`config.mk`:
```
export PLATFORM = sky130hd
export DESIGN_NAME = rr_stream_mux
export DESIGN_NICKNAME = d
export VERILOG_FILES = /design/src/rtl/rr_stream_mux.sv
export SDC_FILE = /design/constraint.sdc
export NUM_CORES = 1
export LEC_CHECK = 0
export BUFFER_PORTS_ARGS = -buffer_cell sky130_fd_sc_hd__buf_4
export CAP_MARGIN = 20
export CORE_MARGIN = 1.5
export CORE_UTILIZATION = 45
export CTS_CLUSTER_DIAMETER = 30
export DETAILED_ROUTE_END_ITERATION = 12
export HOLD_SLACK_MARGIN = 0.02
export PLACE_DENSITY_LB_ADDON = 0.25
export SYNTH_ARGS = -nofsm -noshare
export SYNTH_HDL_FRONTEND = slang
export SYNTH_SLANG_ARGS = --single-unit
```
`constraint.sdc`:
```
create_clock -name clk -period 6.54 [get_ports clk]
set_input_delay 1.308 -clock clk [delete_from_list [all_inputs] [get_ports clk]]
set_output_delay 1.308 -clock clk [all_outputs]
set_load 0.05 [all_outputs]
```
`src/rtl/rr_stream_mux.sv`:
```
// N-channel stream multiplexer with a one-word registered output stage.
// Channels are granted round-robin or by a fixed index; output is valid/ready.
module rr_stream_mux #(
  parameter  int WIDTH = 8,
  parameter  int N     = 4,
  localparam int SW    = $clog2(N)
) (
  input  logic                 clk,
  input  logic                 rst_n,
  input  logic [N*WIDTH-1:0]   in_data,
  input  logic [N-1:0]         in_valid,
  output logic [N-1:0]         in_ready,
  input  logic                 mode,
  input  logic [SW-1:0]        fixed_sel,
  output logic [WIDTH-1:0]     out_data,
  output logic                 out_valid,
  input  logic                 out_ready,
  output logic [SW-1:0]        out_sel
);

  logic [SW-1:0]    last;
  logic [SW-1:0]    rr_grant;
  logic             rr_found;
  logic [SW-1:0]    grant;
  logic             grant_valid;
  logic             load_en;
  logic             accept;
  logic [WIDTH-1:0] sel_data;

  // Cyclic search from last+1; SW-bit addition wraps N-1 -> 0 because N is a power of two.
  always_comb begin
    // NOTE: every always_comb output gets a default first so no path leaves it unassigned (no latch).
    rr_grant = last;
    rr_found = 1'b0;
    for (int k = 1; k <= N; k++) begin
      if (!rr_found && in_valid[last + SW'(k)]) begin
        rr_grant = last + SW'(k);
        rr_found = 1'b1;
      end
    end
  end

  assign grant       = mode ? fixed_sel : rr_grant;
  assign grant_valid = mode ? in_valid[fixed_sel] : rr_found;

  // The output register can take a new word when empty or when it drains this cycle.
  assign load_en = !out_valid || out_ready;
  assign accept  = load_en && grant_valid;

  always_comb begin
    in_ready = '0;
    if (accept) in_ready[grant] = 1'b1;
  end

  assign sel_data = in_data[grant*WIDTH +: WIDTH];

  // NOTE: sequential state uses non-blocking assignments and resets asynchronously on rst_n low.
  always_ff @(posedge clk or negedge rst_n) begin
    if (!rst_n) begin
      out_valid <= 1'b0;
      out_data  <= '0;
      out_sel   <= '0;
      last      <= SW'(N - 1);
    end else if (accept) begin
      out_valid <= 1'b1;
      out_data  <= sel_data;
      out_sel   <= grant;
      last      <= grant;
    end else if (out_ready) begin
      out_valid <= 1'b0;
    end
  end

endmodule

```
# ---- After elaboration in Yosys (flattened, before gate mapping)
# Cells that the tools add are included.
dict set report op_classes {
  n_addsub 3
  n_lt_le_gt_ge 7
  shifts 1
  muxes 25
  reduce_logical 11
}
# cell count
set op_table {}
lappend op_table {{32-bit by 6-bit indexed part select with 8-bit output} 1}
lappend op_table {{2-bit by 3-bit less-than comparator with 1-bit output (second input constant)} 6}
lappend op_table {{1-bit 2-to-1 mux} 13}
lappend op_table {{1-bit binary-select mux with 2-bit select} 5}
lappend op_table {{2-bit 2-to-1 mux} 5}
lappend op_table {{1-bit logical AND} 5}
lappend op_table {{2-bit adder (second input constant)} 2}
lappend op_table {{1-bit logical NOT} 4}
lappend op_table {{4-bit 2-to-1 mux} 1}
lappend op_table {{2-bit by 1-bit adder with 2-bit output (second input constant)} 1}
lappend op_table {{1-bit demux with 2-bit select} 1}
lappend op_table {{2-bit by 1-bit greater-or-equal comparator with 1-bit output (second input constant)} 1}
lappend op_table {{2-bit nonzero test} 1}
lappend op_table {{1-bit logical OR} 1}
dict set report totals {
  regBits 13
  inputBits 42
  output_inout_bits 15
  word_cells 51
}

# ---- Longest topological paths before layout
# Gate-level depths: netlist of the first run.
dict set report depth {
  ltp_word 19
  ltp_mapped 9
}

# ---- Worst setup path after synthesis of the first run
# OpenSTA, ideal clock, no wires.
dict set report synth_timing {
  path_type {input to output}
  from {in in_valid[3]}
  to {out in_ready[1]}
  arrival_time_ps 2875
  t_required_ps 5232
  path_slack_ps 2357
  cell_stages 8
  n_path_buf 2
  path_cell_list {inv_2 -> or3_1 -> a31oi_1 -> a22oi_1 -> buf_6 -> buf_8 -> or2_4 -> nor2_2}
}
dict set report synth_via {
  elab_chain_len 18
}
# element line
set synth_rtl {}
lappend synth_rtl {{from (decl)} 11} ;# input logic [N-1:0] in_valid,
lappend synth_rtl {{1-bit binary-select mux with 2-bit select} 36} ;# if (!rr_found && in_valid[last + SW'(k)]) begin
lappend synth_rtl {{1-bit 2-to-1 mux (implied by the code)} 36}
lappend synth_rtl {{1-bit 2-to-1 mux} 36}
lappend synth_rtl {{1-bit logical NOT} 36}
lappend synth_rtl {{1-bit logical AND} 36}
lappend synth_rtl {{1-bit 2-to-1 mux} 36}
lappend synth_rtl {{1-bit logical NOT} 36}
lappend synth_rtl {{1-bit logical AND} 36}
lappend synth_rtl {{[2 not listed]} -}
lappend synth_rtl {{1-bit logical AND} 36}
lappend synth_rtl {{2-bit 2-to-1 mux} 36}
lappend synth_rtl {{2-bit 2-to-1 mux} 43} ;# assign grant = mode ? fixed_sel : rr_grant;
lappend synth_rtl {{2-bit by 3-bit less-than comparator with 1-bit output (implied by the code) or 2-bit by 1-bit greater-or-equal comparator with 1-bit output (tied branches)} 52} ;# if (accept) in_ready[grant] = 1'b1;
lappend synth_rtl {{1-bit logical AND (implied by the code)} 52}
lappend synth_rtl {{1-bit 2-to-1 mux (implied by the code)} 52}
lappend synth_rtl {{1-bit demux with 2-bit select} 52}
lappend synth_rtl {{4-bit 2-to-1 mux (*)} 52}
lappend synth_rtl {{to (decl)} 12} ;# output logic [N-1:0] in_ready,
# Every way passes the cells marked *; elsewhere a longest branch is shown, timed or not. The select of a mux whose other input is x is not followed.

# ---- Worst setup path in the final report of the first run
dict set report layout_timing {
  from {in in_valid[3]}
  to {out in_ready[0]}
}
# Same word-level chain as after synthesis.

==> metrics.txt, run 1 <==
status finished, final reports clean; Chip Height 48.64 um; post-route clock period utilization 68.37%; yosys warns 0; EDFF count, synth 0; DRC 0; TritonCTS buffer count 3; RSZ-0062 raised after global routing false; synth cell count leaders mux2i_1, nand2_1, dfrtp_1; Reg clk slew, reported paths 0.08 ns; Net Sw Frac 46.64%; Flop pwr share 31.4%; Pleak 0.7009 nW; Placer Congestion 0.8325; number of global-route vias before repair 920; Post-DRT Antenna Nets 0; register area share after synthesis 34.98%; largest net degree at the start of global routing 19; largest area contributor in the netlist dfrtp_1; Final min period 4.471 ns; Worst slew margin 61.44%; main combinational cell family by area after synthesis multiplexers; initial antenna violation count 0; area taken by multi-input logic gates 556.8 um^2; WP data required 5.23 ns; Cell variety after synth 31; Reg area 327.8 um^2; xor and xnor area share after synthesis 0%; post-synthesis register bit count 13; post-synthesis simple-gate area fraction 18.69%; last element of the critical path in_ready[0]; Fin Setup TNS 0 ns; Post-Syn Nets 140; clock share of power 12.3%; Max Buffers Root-to-Sink 2; Post-CTS Resized 0; instance count on the critical path 8; H-tree depth 1; post-synthesis cell count 98; final instance area 0.001384 mm^2; Port Buffer Count 56; Synth Flop Type dfrtp_1; Worst Setup End Kind primary output; initial drt markers 16; share of the synthesized area in the top cell type 29.37%; Setup Buffers After CTS 0; DP HPWL 1919 um; top post-synthesis cells by area dfrtp_1, mux2i_1, o221ai_1, nand2_1, dfstp_2; HP Class reg2reg; clock root buffer clkbuf_4; global-route wire length before repair 3905 um; Worst Path Max Fanout 16; Clk Latency, worst-skew pair 0.28 ns; NetSw 0.0001877 W; Pre-antenna DRT Iters 4; cell family with most CP delay simple AND/OR/NAND/NOR gates; I/O pins 57; CP Launch Point in_valid[3]; # nets final 196; Worst Max-Slew Pin Slew 0.5768 ns; cell-internal power 0.0002148 W; DR vias/cell 5.389; CP most frequent cell buf_4; layout cells sized above 1 45.10%; Finish-stage setup viols 0; Power Density 290.9 mW/mm^2; Worst Setup Path Type in2out; core area 0.001962 mm^2; Max rail drop VDD 217.7 uV; clock sinks 13; Mapped Area 937.1 um^2; n_diodes 0; vias after detailed routing 970; Fin Clk Skew 0.002173 ns; maxcap violations 0; pins over their slew limit 0; Synth Area in Compound Gates 18.29%; Critical-path top delay cell a2111oi_0; length in cells of the worst reg-to-reg path 6; power share of the combinational group 56.3%; die area 0.002365 mm^2; R2R Path Start last[1]; Final Hold Viols 0; post-cts hold buffer count 0; Critical Path AT 3.16 ns; die extent in x 48.64 um; Starting Density 47.77%; final wirelength 2380 um; CTS tree done; total gr overflow 0; mux share of post-synthesis cell area 21.90%; crit-path cells buf_4 -> nor2b_1 -> a2111oi_0 -> o21ai_1 -> nand3_1 -> nand2b_1 -> nor2_1 -> buf_4; Mean Syn Cell Area 9.563 um^2; FF-to-FF End out_data[5]; fmax 0.2236 GHz; Max stage delay on crit path 0.47 ns; Worst Path Buf+Inv 2; area growth from synthesis to layout 47.66%; row cnt 16; Avg WL per Cell 13.22 um; Post-DP Area 0.001358 mm^2; ys async rst share 100.0%; gr usage total 21.27%; worst hold start out_data[1]; Post-Synth Adder-Cell Area 0%; CP startpoint kind primary input; Worst R2R Setup Slack 3.99 ns; fillers 185
[cell families after synthesis]
kind of cell / count (synthesis)
simple gates: 36
mux: 18
flops: 13
compound gates: 22
buf+inv: 9
[state kept, by name, summed over array words and instances, names as in the netlist]
signal     flops
out_sel        2
out_data       8
out_valid      1
last           2
[layout make-up]
type                       count  share of cell area (%)
inverter                       3                  0.8137
tap                           27                   2.441
clock buffer                   4                   1.899
sequential                    13                   23.69
timing repair buffer          57                   30.92
multi-input combinational     76                   40.23
[worst min path at each step]
stage	endpoint	depth (start not counted)	slack, ns
4_1_cts	out_sel[1]	2	0.50
3_5_place_dp	out_sel[1]	2	0.47
5_1_grt	out_sel[1]	2	0.54
3_3_place_gp	out_sel[1]	2	0.49
2_1_floorplan	last[0]	2	0.51
6_report	out_data[1]	2	0.50
[metrics by stage]
stage / util [%] / cells / setup WS (ns) / hold WS, ns / power (W)
after global routing: 70.54 / 180 / 1.859 / 0.5397 / 0.0004257
final: 70.54 / 180 / 2.069 / 0.5025 / 0.0004025
after global placement: 69.20 / 176 / 2.229 / 0.4852 / 0.0003507
after CTS: 70.54 / 180 / 2.063 / 0.5005 / 0.0004054
after detailed placement: 69.20 / 176 / 2.067 / 0.4745 / 0.0003554
after floorplan: - / 98 / 2.357 / 0.5137 / 0.0002836
[placed cells by master (no fill, tap or decap), types with 2 or more instances in the layout]
cell	netlist	final
nor2_2	2	2
a21oi_1	2	2
o221ai_1	8	8
nor2_1	4	4
buf_4	0	57
mux2i_1	16	16
nand2b_1	7	7
inv_1	2	2
or2_1	2	2
dfrtp_1	11	11
a21boi_1	2	2
nand2_1	16	16
dfstp_2	2	2
mux4_2	2	2
a2111oi_0	2	2
clkbuf_4	0	3
[layer usage]
layer / wire length, um / GRT usage [%] / up-vias
li1: - / - / 473
met1: 989 / 25.20 / 450
met2: 1212 / 38.36 / 43
met3: 131 / 3.086 / 4
met4: 46 / 8.571 / 0
met5: 0 / 0 / -
[power by group through the flow]
stage          Sequential, W  Combinational, W  Clock [W]
6_report            0.000126          0.000227  0.0000496
5_1_grt             0.000130          0.000241  0.0000544
4_1_cts             0.000126          0.000229  0.0000507
3_5_place_dp        0.000127          0.000229          0
3_3_place_gp        0.000128          0.000223          0
2_1_floorplan       0.000191         0.0000921          0
[worst reg2reg max path, delay by kind of cell, from the launching register on]
| family | cells | cell delay [ns] |
|---|---|---|
| mux | 1 | 0.52 |
| flops | 1 | 0.64 |
| simple gates | 3 | 0.98 |
| compound gates | 2 | 0.28 |
No activity file was read; power rests on OpenSTA's default activity.
==> run 2: changes to the inputs <==
Settings changed: ABC_AREA from default to 1.
Clock period 6.54 ns to 4.55 ns, I/O delays scaled along.
==> run 2 against run 1 <==
Area after synthesis grew 28%. Global-route usage grew 0.65 points. Final area is 20% higher. Largest power group unchanged. Critical path type unchanged.
==> metrics.txt, run 2 <==
status finished, final reports clean; Fin Clk Skew 0.003529 ns (+0.001356 ns); Final min period 3.215 ns; fillers 241 (+30%); largest net degree at the start of global routing 15 (-4); Pleak 0.9705 nW (+38%); I/O pins 57 (unchanged); Synth Area in Compound Gates 3.119% (-15 points); Final Hold Viols 0 (unchanged); RSZ-0062 raised after global routing false; Synth Flop Type dfrtp_1; Mapped Area 0.001204 mm^2 (+28%); WP data required 3.64 ns (-1.59 ns); Post-Synth Adder-Cell Area 0% (unchanged); post-synthesis cell count 199 (+100%); area taken by multi-input logic gates 763.2 um^2 (+37%); max FFs per register 8 (unchanged); layout cells sized above 1 33.59% (-12 points); Pre-antenna DRT Iters 4 (unchanged); EDFF count, synth 0 (unchanged); post-route clock period utilization 70.65%; clock root buffer clkbuf_4; Max Buffers Root-to-Sink 2 (unchanged); Starting Density 48.15% (+0.38 points); synth cell count leaders nand2_1, nand3_1, inv_1; total gr overflow 0 (unchanged); Reg area 327.8 um^2 (unchanged); H-tree depth 1 (unchanged); register bank with the most flops out_data; global-route wire length before repair 4823 um (+24%); commonest non-fill, non-tap cell in the layout nand2_1; Finish-stage setup viols 0 (unchanged); Worst Path Max Fanout 14 (-2); fmax 0.3111 GHz; yosys warns 0 (unchanged); Avg WL per Cell 10.78 um (-18%); main combinational cell family by area after synthesis simple AND/OR/NAND/NOR gates; HP Class in2async; post-cts hold buffer count 0 (unchanged); # nets final 299 (+53%); Placer Congestion 0.7514 (-9.7%); Worst Max-Slew Pin Slew 0.3534 ns (-0.2234 ns); Post-CTS Resized 0 (unchanged); register area share after synthesis 27.23% (-7.7 points); Worst Setup Path Type in2out; Worst slew margin 76.38% (+15 points); post-synthesis register bit count 13 (unchanged); area growth from synthesis to layout 38.25%; Clk Latency, worst-skew pair 0.28 ns (about the same); TritonCTS buffer count 3 (unchanged); initial drt markers 45 (+29); ys async rst share 100.0% (unchanged); Mean Syn Cell Area 6.049 um^2 (-37%); fin util 66.57% (-4.0 points); clock sinks 13 (unchanged); Fin Setup TNS 0 ns (unchanged); Worst R2R Setup Slack 2.46 ns (-1.53 ns); share of the synthesized area in the top cell type 25.88% (-3.5 points); mux share of post-synthesis cell area 0% (-22 points); DRC 0 (unchanged); core area 0.002500 mm^2 (+27%); Cell variety after synth 23 (-26%); Chip Height 54.72 um (+13%); row cnt 18 (+2); top post-synthesis cells by area nand2_1, dfrtp_1, nand3_1, nand2_2, inv_1; largest area contributor in the netlist nand2_1; DP HPWL 2525 um (+32%); Critical Path AT 2.30 ns (-0.86 ns); gr usage total 21.92% (+0.65 points); count leader, synth nand2_1; number of global-route vias before repair 1239 (+35%); largest registers out_data (8), last (2), out_sel (2); die extent in x 54.72 um (+13%); Setup Buffers After CTS 0 (unchanged); final wirelength 3083 um (+30%); Worst Setup End Kind primary output; most frequent cells in the layout nand2_1, buf_4, nand3_1; CTS tree done; Max rail drop VDD 611.5 uV (+180%); DR vias/cell 5.059 (-6.1%); Post-Syn Nets 241 (+72%); Power Density 684.2 mW/mm^2 (+140%); Port Buffer Count 56 (unchanged); initial antenna violation count 0 (unchanged); xor and xnor area share after synthesis 0% (unchanged); Reg clk slew, reported paths 0.08 ns (about the same); n_diodes 0 (unchanged); die area 0.002994 mm^2 (+27%); maxcap violations 0 (unchanged); vias after detailed routing 1447 (+49%); CP startpoint kind primary input; post-synthesis simple-gate area fraction 60.29% (+42 points); Post-DRT Antenna Nets 0 (unchanged); pins over their slew limit 0 (unchanged)
[run 2: cell types whose count changed after synthesis, moves of 3 or more]
| cell | previous run | this run |
|---|---|---|
| nand3_1 | 1 | 41 |
| nor2_1 | 4 | 7 |
| buf_2 | 4 | 1 |
| nand2_1 | 16 | 83 |
| nand2_2 | 0 | 13 |
| inv_1 | 2 | 18 |
| o221ai_1 | 8 | 0 |
| mux2i_1 | 16 | 0 |
| nand2b_1 | 7 | 0 |
[run 2: metal layers]
metal  up-vias  wire length [um]  track usage (%)
met5         -                 0                0
met4         0                27            2.500
met3         4               221            5.464
met2        60              1533            40.08
met1       637              1301            26.26
li1        746                 -                -
[run 2: worst paths after layout]
| path | startpoint | end | depth (start not counted) |
|---|---|---|---|
| setup / recovery | mode | in_ready[3] | 10 |
| hold / removal | rst_n | out_sel[0] | 1 |
| setup reg to reg | last[0] | out_data[3] | 9 |
| hold reg to reg | out_sel[0] | out_sel[0] | 2 |
| max in group asynchronous | rst_n | last[1] | 1 |
| min in group clk | out_sel[0] | out_sel[0] | 2 |
[run 2: through the flow]
stage | hold slack, ns | cells | cell area (um^2) | total power, W | setup slack, ns
final | 0.4592 | 286 | 1664 | 0.001139 | 1.335
after global routing | 0.4551 | 286 | 1664 | 0.001237 | 1.187
after global placement | 0.4641 | 282 | 1638 | 0.001065 | 1.346
after floorplan | 0.5478 | 199 | 1204 | 0.0008743 | 1.257
after detailed placement | 0.4597 | 282 | 1638 | 0.001071 | 1.328
after CTS | 0.4587 | 286 | 1664 | 0.001146 | 1.323
[run 2: logic make-up after synthesis]
family,count (synthesis)
compound gates,7
simple gates,153
flops,13
buf+inv,26
[run 2: power by group]
group / leakage, nW / switching [W] / internal [W]
registers: 0.151 / 0.0000468 / 0.000177
logic: 0.804 / 0.000578 / 0.000265
clock network: 0.0150 / 0.0000371 / 0.0000340
total: 0.970 / 0.000662 / 0.000477
[run 2: area by class of cell]
type | count | share of cell area, %
Tap cell | 30 | 2.256
Multi-Input combinational cell | 160 | 45.86
Inverter | 23 | 5.338
Clock buffer | 4 | 1.579
Sequential cell | 13 | 19.70
Timing Repair Buffer | 56 | 25.26
[run 2: worst max-delay path, stage by stage]
cell and delay [ns]:
buf_4 0.13, inv_2 0.12, or2_2 0.15, a21oi_1 0.04, nand2_1 0.07, nand3_2 0.10, nor2_4 0.27, nand2_1 0.16
nor2_1 0.13, buf_4 0.20
